[src/rtl/mprj_pad_cfg_pkg.sv]
// Shared mode encodings and apply-sequencer states for the pad configuration controller.
package mprj_pad_cfg_pkg;

  localparam logic [1:0] MODE_OFF   = 2'b00;
  localparam logic [1:0] MODE_IN    = 2'b01;
  localparam logic [1:0] MODE_OUT   = 2'b10;
  localparam logic [1:0] MODE_BIDIR = 2'b11;

  typedef enum logic [1:0] {
    IDLE   = 2'd0,
    BREAK  = 2'd1,
    COMMIT = 2'd2
  } state_t;

endpackage

[src/rtl/mprj_pad_cfg_cell.sv]
// One managed pad: shadow/active mode registers, change-mask bit and mode decode.
module mprj_pad_cfg_cell
  import mprj_pad_cfg_pkg::*;
#(
  parameter logic [1:0] RESET_MODE = MODE_OFF
) (
  input  logic       i_clk,
  input  logic       i_rst,
  input  logic       i_wr_en,
  input  logic [1:0] i_wr_mode,
  input  logic       i_snap,
  input  logic       i_brk,
  input  logic       i_commit,
  input  logic       i_core_out,
  input  logic       i_core_oeb,
  input  logic       i_pad_c,
  output logic       o_core_in,
  output logic       o_pad_i,
  output logic       o_pad_oen,
  output logic       o_pad_ren
);

  logic [1:0] r_shadow;
  logic [1:0] r_active;
  logic       r_mask;
  logic [1:0] w_shadow_nxt;
  logic       w_oen;
  logic       w_ren;
  logic       w_core_in;

  // A write landing in the same cycle as the snapshot must be part of the mask.
  assign w_shadow_nxt = i_wr_en ? i_wr_mode : r_shadow;

  always_ff @(posedge i_clk) begin
    if (i_rst) begin
      r_shadow <= RESET_MODE;
      r_active <= RESET_MODE;
      r_mask   <= 1'b0;
    end else begin
      if (i_wr_en) r_shadow <= i_wr_mode;
      if (i_snap) r_mask <= (w_shadow_nxt != r_active);
      if (i_commit && r_mask) r_active <= r_shadow;
    end
  end

  always_comb begin
    w_oen     = 1'b1;
    w_ren     = 1'b0;
    w_core_in = 1'b0;
    case (r_active)
      MODE_IN: begin
        w_ren     = 1'b1;
        w_core_in = i_pad_c;
      end
      MODE_OUT: begin
        w_oen = 1'b0;
        w_ren = 1'b1;
      end
      MODE_BIDIR: begin
        w_oen     = i_core_oeb;
        w_ren     = 1'b1;
        w_core_in = i_pad_c;
      end
      default: ;
    endcase
  end

  assign o_pad_i   = i_core_out;
  assign o_pad_oen = w_oen | (i_brk & r_mask);
  assign o_pad_ren = w_ren;
  assign o_core_in = w_core_in;

endmodule

[src/rtl/mprj_pad_cfg_ctrl.sv]
// Pad configuration controller: write decode, settle counter and break-before-make apply FSM.
module mprj_pad_cfg_ctrl
  import mprj_pad_cfg_pkg::*;
#(
  parameter int         N_PADS     = 38,
  parameter int         IDX_W      = 6,
  parameter int         SETTLE_CYC = 4,
  parameter logic [1:0] RESET_MODE = MODE_OFF
) (
  input  logic              wb_clk_i,
  input  logic              wb_rst_i,
  input  logic              cfg_valid,
  output logic              cfg_ready,
  input  logic [IDX_W-1:0]  cfg_idx,
  input  logic [1:0]        cfg_mode,
  output logic              cfg_err,
  input  logic              apply_req,
  output logic              busy,
  output logic              apply_done,
  input  logic [N_PADS-1:0] core_out,
  input  logic [N_PADS-1:0] core_oeb,
  output logic [N_PADS-1:0] core_in,
  input  logic [N_PADS-1:0] pad_c,
  output logic [N_PADS-1:0] pad_i,
  output logic [N_PADS-1:0] pad_oen,
  output logic [N_PADS-1:0] pad_ren
);

  localparam int CNT_W = (SETTLE_CYC > 1) ? $clog2(SETTLE_CYC) : 1;

  state_t           r_state;
  state_t           w_state_nxt;
  logic [CNT_W-1:0] r_cnt;
  logic             r_err;
  logic             w_accept;
  logic             w_idx_ok;
  logic             w_snap;
  logic             w_brk;
  logic             w_commit;

  assign w_accept = cfg_valid & cfg_ready;
  assign w_idx_ok = (int'(cfg_idx) < N_PADS);

  always_ff @(posedge wb_clk_i) begin
    if (wb_rst_i) begin
      r_state <= IDLE;
      r_cnt   <= '0;
      r_err   <= 1'b0;
    end else begin
      r_state <= w_state_nxt;
      r_err   <= w_accept & ~w_idx_ok;
      if (w_snap) r_cnt <= CNT_W'(SETTLE_CYC - 1);
      else if (r_state == BREAK && r_cnt != '0) r_cnt <= r_cnt - 1'b1;
    end
  end

  always_comb begin
    w_state_nxt = r_state;
    w_snap      = 1'b0;
    w_brk       = 1'b0;
    w_commit    = 1'b0;
    cfg_ready   = 1'b0;
    busy        = 1'b0;
    apply_done  = 1'b0;
    case (r_state)
      IDLE: begin
        cfg_ready = 1'b1;
        if (apply_req) begin
          w_snap      = 1'b1;
          w_state_nxt = BREAK;
        end
      end
      BREAK: begin
        busy  = 1'b1;
        w_brk = 1'b1;
        if (r_cnt == '0) w_state_nxt = COMMIT;
      end
      COMMIT: begin
        // Keep changing pads released through the commit cycle; active flips at its closing edge.
        busy        = 1'b1;
        w_brk       = 1'b1;
        w_commit    = 1'b1;
        apply_done  = 1'b1;
        w_state_nxt = IDLE;
      end
      default: w_state_nxt = IDLE;
    endcase
  end

  assign cfg_err = r_err;

  for (genvar i = 0; i < N_PADS; i++) begin : g_pad
    mprj_pad_cfg_cell #(
      .RESET_MODE(RESET_MODE)
    ) u_cell (
      .i_clk      (wb_clk_i),
      .i_rst      (wb_rst_i),
      .i_wr_en    (w_accept && w_idx_ok && (cfg_idx == IDX_W'(i))),
      .i_wr_mode  (cfg_mode),
      .i_snap     (w_snap),
      .i_brk      (w_brk),
      .i_commit   (w_commit),
      .i_core_out (core_out[i]),
      .i_core_oeb (core_oeb[i]),
      .i_pad_c    (pad_c[i]),
      .o_core_in  (core_in[i]),
      .o_pad_i    (pad_i[i]),
      .o_pad_oen  (pad_oen[i]),
      .o_pad_ren  (pad_ren[i])
    );
  end

endmodule

[config.mk]
export PLATFORM = sky130hd
export DESIGN_NAME = mprj_pad_cfg_ctrl
export DESIGN_NICKNAME = d
export VERILOG_FILES = /design/src/rtl/mprj_pad_cfg_pkg.sv /design/src/rtl/mprj_pad_cfg_cell.sv /design/src/rtl/mprj_pad_cfg_ctrl.sv
export SDC_FILE = /design/constraint.sdc
export NUM_CORES = 1
export LEC_CHECK = 0
export BUFFER_PORTS_ARGS = -buffer_cell sky130_fd_sc_hd__buf_2
export CAP_MARGIN = 15
export CORE_MARGIN = 4
export CORE_UTILIZATION = 48
export DETAILED_ROUTE_END_ITERATION = 8
export GPL_TIMING_DRIVEN = 1
export PLACE_DENSITY = 0.77
export SYNTH_ARGS = -nofsm -noshare
export SYNTH_HDL_FRONTEND = slang
export SYNTH_SLANG_ARGS = --single-unit
[constraint.sdc]
create_clock -name wb_clk_i -period 1.8 [get_ports wb_clk_i]
set_input_delay 0.36 -clock wb_clk_i [delete_from_list [all_inputs] [get_ports wb_clk_i]]
set_output_delay 0.36 -clock wb_clk_i [all_outputs]
set_load 0.03 [all_outputs]
# Yosys cells after proc, flatten, opt, wreduce, memory -nomap -nowiden
# Cells that the tools add are included.
dict set report op_classes {
  add_sub_neg 1
  magnitude_cmp 1
  eq_ne 193
  muxes 162
  n_bitwise 79
  reduce_logical 161
}
# operator n
set op_table {}
lappend op_table {{$eq 2x2->1 const B} 77}
lappend op_table {{$reduce_or 3->1} 38}
lappend op_table {{$eq 6x5->1 const B} 16}
lappend op_table {{$mux 2} 42}
lappend op_table {{$mux 1} 81}
lappend op_table {{$eq 2x1->1 const B} 39}
lappend op_table {{$logic_and 1x1->1} 78}
lappend op_table {{$reduce_or 2->1} 39}
lappend op_table {{$ne 2x2->1} 38}
lappend op_table {{$pmux 1 s2} 38}
lappend op_table {{$eq 6x4->1 const B} 8}
lappend op_table {{$and 1x1->1} 40}
lappend op_table {{$or 1x1->1} 38}
lappend op_table {{$eq 6x6->1 const B} 6}
lappend op_table {{$eq 6x3->1 const B} 4}
lappend op_table {{$eq 6x2->1 const B} 2}
lappend op_table {{$eq 6x1->1 const B} 1}
lappend op_table {{$logic_not 6->1} 1}
lappend op_table {{$lt 6x6->1 const B} 1}
lappend op_table {{$logic_not 2->1} 2}
lappend op_table {{$pmux 2 s2} 1}
lappend op_table {{$reduce_bool 2->1} 2}
lappend op_table {{$ne 2x1->1 const B} 1}
lappend op_table {{$ne 2x2->1 const B} 1}
lappend op_table {{3 further kinds} 3}
dict set report word_totals {
  register_bits 195
  input_bits 126
  out_inout_bits 156
  wordCells 714
}

# Logic depth before layout (Yosys ltp)
dict set report depth {
  ltp_word 7
  depth_mapped 8
  ltp_nobuf 7
}

# Modules after synthesis
# A second synthesis with hierarchy kept.
dict set report hier_totals {
  cells_unflattened 1043
  hier_area_um2 8961.1
}
# module instances cells_each area_each_um2 seq_area_each_um2
set modules_own_cells {}
lappend modules_own_cells {mprj_pad_cfg_cell 38 25 220.2 100.1}
lappend modules_own_cells {mprj_pad_cfg_ctrl 1 93 593.1 100.1}

# Worst setup path before layout
# No wires, ideal clock.
dict set report synth_path {
  kind {register to output}
  startpoint {register r_state[1]}
  endpoint {output pad_oen[19]}
  arrival_time_ns 1.773
  required_time_ns 1.440
  setup_slack_ns -0.333
  path_stages_with_launch 8
  n_path_buf 3
  cell_sequence {dfxtp_1 inv_1 ha_1 clkbuf_1 buf_1 a22oi_1 nand2_1 buf_4}
}
dict set report synth_via {
  elab_chain_len 5
  word_cells_on_any_way 6
  classes_between {2 x eq/ne; 1 x mux; 2 x bitwise; 1 x reduce/logical}
}
# element line
set synth_rtl {}
lappend synth_rtl {{from (decl)} mprj_pad_cfg_ctrl.sv:31} ;# state_t r_state;
lappend synth_rtl {{from (signal assigned)} mprj_pad_cfg_ctrl.sv:50} ;# r_state <= w_state_nxt;
lappend synth_rtl {{$eq 2x1->1 / $eq 2x2->1 (equally long branches)} -}
lappend synth_rtl {{$reduce_or 2->1 (no source line) (*)} -}
lappend synth_rtl {{$mux 1 (*)} -}
lappend synth_rtl {{net busy} mprj_pad_cfg_ctrl.sv:18} ;# output logic busy,
lappend synth_rtl {{$and 1x1->1 (*)} mprj_pad_cfg_cell.sv:69} ;# assign o_pad_oen = w_oen | (i_brk & r_mask);
lappend synth_rtl {{$or 1x1->1 (*)} mprj_pad_cfg_cell.sv:69}
lappend synth_rtl {{to (decl)} mprj_pad_cfg_ctrl.sv:25} ;# output logic [N_PADS-1:0] pad_oen,
# The timed path passes the listed nets; every way through them passes the cells marked *.

# Worst setup path after layout
dict set report layout_path {
  startpoint {register r_state[1]}
  endpoint {output pad_oen[36]}
}
dict set report layout_via {
  elab_chain_len 5
  word_cells_on_any_way 6
  classes_between {2 x eq/ne; 1 x mux; 2 x bitwise; 1 x reduce/logical}
}
# element line
set layout_rtl {}
lappend layout_rtl {{$eq 2x1->1 / $eq 2x2->1 (equally long branches)} mprj_pad_cfg_ctrl.sv:65} ;# case (r_state)
lappend layout_rtl {{$reduce_or 2->1 (no source line) (*)} -}
lappend layout_rtl {{$mux 1 (*)} mprj_pad_cfg_ctrl.sv:65}
lappend layout_rtl {{$and 1x1->1 (*)} mprj_pad_cfg_cell.sv:69}
lappend layout_rtl {{$or 1x1->1 (*)} mprj_pad_cfg_cell.sv:69}
# Every way passes the cells marked *; elsewhere a longest branch is shown, timed or not.

==> impl_metrics.ini <==
[synthesis]
synth_top_area_share_pct = 37.9
async_flop_share_pct = 0
yosysWarningCount = 0
synth_top_cell_by_area = dfxtp_1
postSynthCellCount = 1239
synth_area_um2 = 10300
ys_types = 43
netlist_top_cells_count = dfxtp_1 (195), nand2_1 (171), buf_4 (155)
ys_seq_area_share_pct = 37.9
synth_flop_cell = dfxtp_1
synth_edf_count = 0
synth_seq_cells = 195
avgSynthCellArea_um2 = 8.31
synth_fp_nets = 1370
synth.top_cells.by_area = dfxtp_1 (38%), buf_4 (11%), mux2i_1 (6.9%)
yosysMostFrequentCell = dfxtp_1

[global_routing]
globalRouteOverflowTotal = 0
gr-usage-all-layers_pct = 20.7
antenna_found_initial = 3
grt_pass1_vias = 8233
grt_max_degree = 73
grt_pass1_wl_um = 41200

[setup_path]
crit_required_ns = 1.44
crit_arrival_ns = 1.74
critPathLaunch = r_state[1]
critPathLaunchType = register
worstSetupEndpointType = primary output
criticalPathCategory = register to primary output
critical_path.max_fanout = 9
r2r_start = r_state[1]

[sta]
min_period_ns = 2.10
rsz0062_at_grt = yes
hold_viol = 0
slew_viol_final = 0
tightest_slew_ns = 0.811
layout_setup_ws_ns = -0.297
fmax_ghz = 0.477
slew_headroom_pct = 45.8
finalSetupViolCount = 64
min_period_over_period_pct = 117
fin_skew_ns = 0.0137
tns_ns = -10.02

[drt]
via_per_inst = 5.39
via_count = 8844
drc = 0
firstDrtPassIters = 5
ant_nets = 0
dr.first_iter.drc_count = 546
drt_wl_total_um = 26200
wl_per_cell_um = 16.0

[cells_and_area]
nets = 1480
drive_gt1_share_pct = 37.2
final_util_pct = 59.8
synthToLayoutAreaGrowth_pct = 22.5
regArea_um2 = 3910
n_fill_cell = 1773
fin_area_um2 = 12600
multiInputGateArea_um2 = 5570

[clock_tree]
cts_root_buf = clkbuf_16
cts_tree = built
path_clk_slew_ns = 0.06
clkLatencyLatePin_ns = 0.44
hold_buffers = 0
cts.path.max_buffers = 2
clock_sinks = 195
htreeDepth = 4
cts_made_buffers = 17

[placed_design]
io_buffers = 205
hpwlAfterDp_um = 18400
gp_congestion = 0.867
placed_area_um2 = 11000
dp_slack_ns = -0.233

[floorplanning]
initial_core_util_pct = 48.8
die_area_um2 = 23900
fp.dieH_um = 154
num_rows = 53
core_um2 = 21100
pin_count = 282
die_w_um = 154

[pwr]
power_frac_clock_pct = 33.6
combinationalPowerShare_pct = 22.4
power.total_mw = 11.0
max-vdd-ir-drop_mv = 0.673
p_int_mw = 7.55
p_sw_share_pct = 31.6
pwr-share-seq_pct = 44.0
power_density_nw_per_um2 = 875
leakagePower_nw = 5.09
p_switching_mw = 3.49

[run_status]
violations = negative setup slack
status = finished, violations left

[min_path]
hp-class = input port to register
hp-start = apply_req

[flow_run]
maxCapViolCount = 0
## final timing paths
kind / endpoint / slack [ns] / depth (start not counted)
setup / recovery: pad_oen[36] / -0.30 / 5
hold / removal: r_state[1] / 0.28 / 4
setup reg to reg: g_pad[11].u_cell.r_mask / -0.17 / 8
hold reg to reg: g_pad[15].u_cell.r_active[0] / 0.47 / 2
## power groups by stage
stage / registers, mW / logic [mW] / clock network, mW
after floorplan: 4.85 / 1.48 / 0
after global placement: 4.93 / 2.12 / 0
after CTS: 4.84 / 2.31 / 3.76
after global routing: 4.89 / 2.64 / 3.94
after detailed placement: 4.93 / 2.18 / 0
final: 4.86 / 2.47 / 3.71
## cell usage in the layout, fill, tap and decap left out, types with 29 or more instances in the layout
cell type / instances
mux2i_2: 46
dfxtp_1: 193
nand3_1: 90
buf_2: 165
buf_4: 100
a311oi_1: 34
xor2_1: 70
or2_2: 38
buf_6: 29
nand2_1: 158
a21oi_1: 84
and2_1: 39
nor2_1: 104
## worst max-delay path, cell delays in order (launching register included)
cell	delay (ns)
dfxtp_2	0.34
inv_2	0.05
ha_4	0.31
buf_12	0.16
a221o_1	0.30
buf_6	0.14
## cells by family (layout without fill, tap and decap cells)
kind of cell	count (synthesis)	after routing	synth area share (%)
AOI/OAI and AO/OA	177	177	11.4
xor gates and xnor gates	71	71	6.04
adders and majority gates	5	5	0.607
buffers and inverters	226	349	14.1
DFF	195	195	37.9
muxes	71	71	6.90
other	0	3	0
and+or+nand+nor	494	494	23.0
## routing by layer
layer	vias up	global-route usage, %	wire, um
met2	282	35.3	13200
met5	-	0	34
met3	45	3.75	1650
met1	4220	26.9	10900
li1	4293	-	-
met4	4	6.14	473
## layout make-up
cell class | count | area share [%]
multi-input combinational | 818 | 44.1
sequential | 195 | 31.0
timing repair buffer | 308 | 17.3
clock buffer | 20 | 3.54
tap | 275 | 2.73
clock inverter | 12 | 1.01
inverter | 9 | 0.268
antenna | 3 | 0.0595
## through the flow
step	cells	hold WS (ns)
detailed placement	1578	0.462
global route	1638	0.310
global placement	1578	0.453
CTS	1626	0.265
finish	1640	0.281
floorplan	1239	0.443
## flip-flops by register name, indices dropped and copies added, names as in the netlist
name / count
g_pad.u_cell.r_shadow: 76
g_pad.u_cell.r_mask: 38
g_pad.u_cell.r_active: 76
r_cnt: 2
r_state: 2
cfg_err: 1
## repair_timing
item / in CTS / in global routing
pin swaps: 15 / 22
hold endpoints to repair: 0 / 0
setup endpoints to repair: 71 / 77
buffers inserted: 16 / 17
resized for setup: 123 / 83
Power figures use the tool's default switching activity.
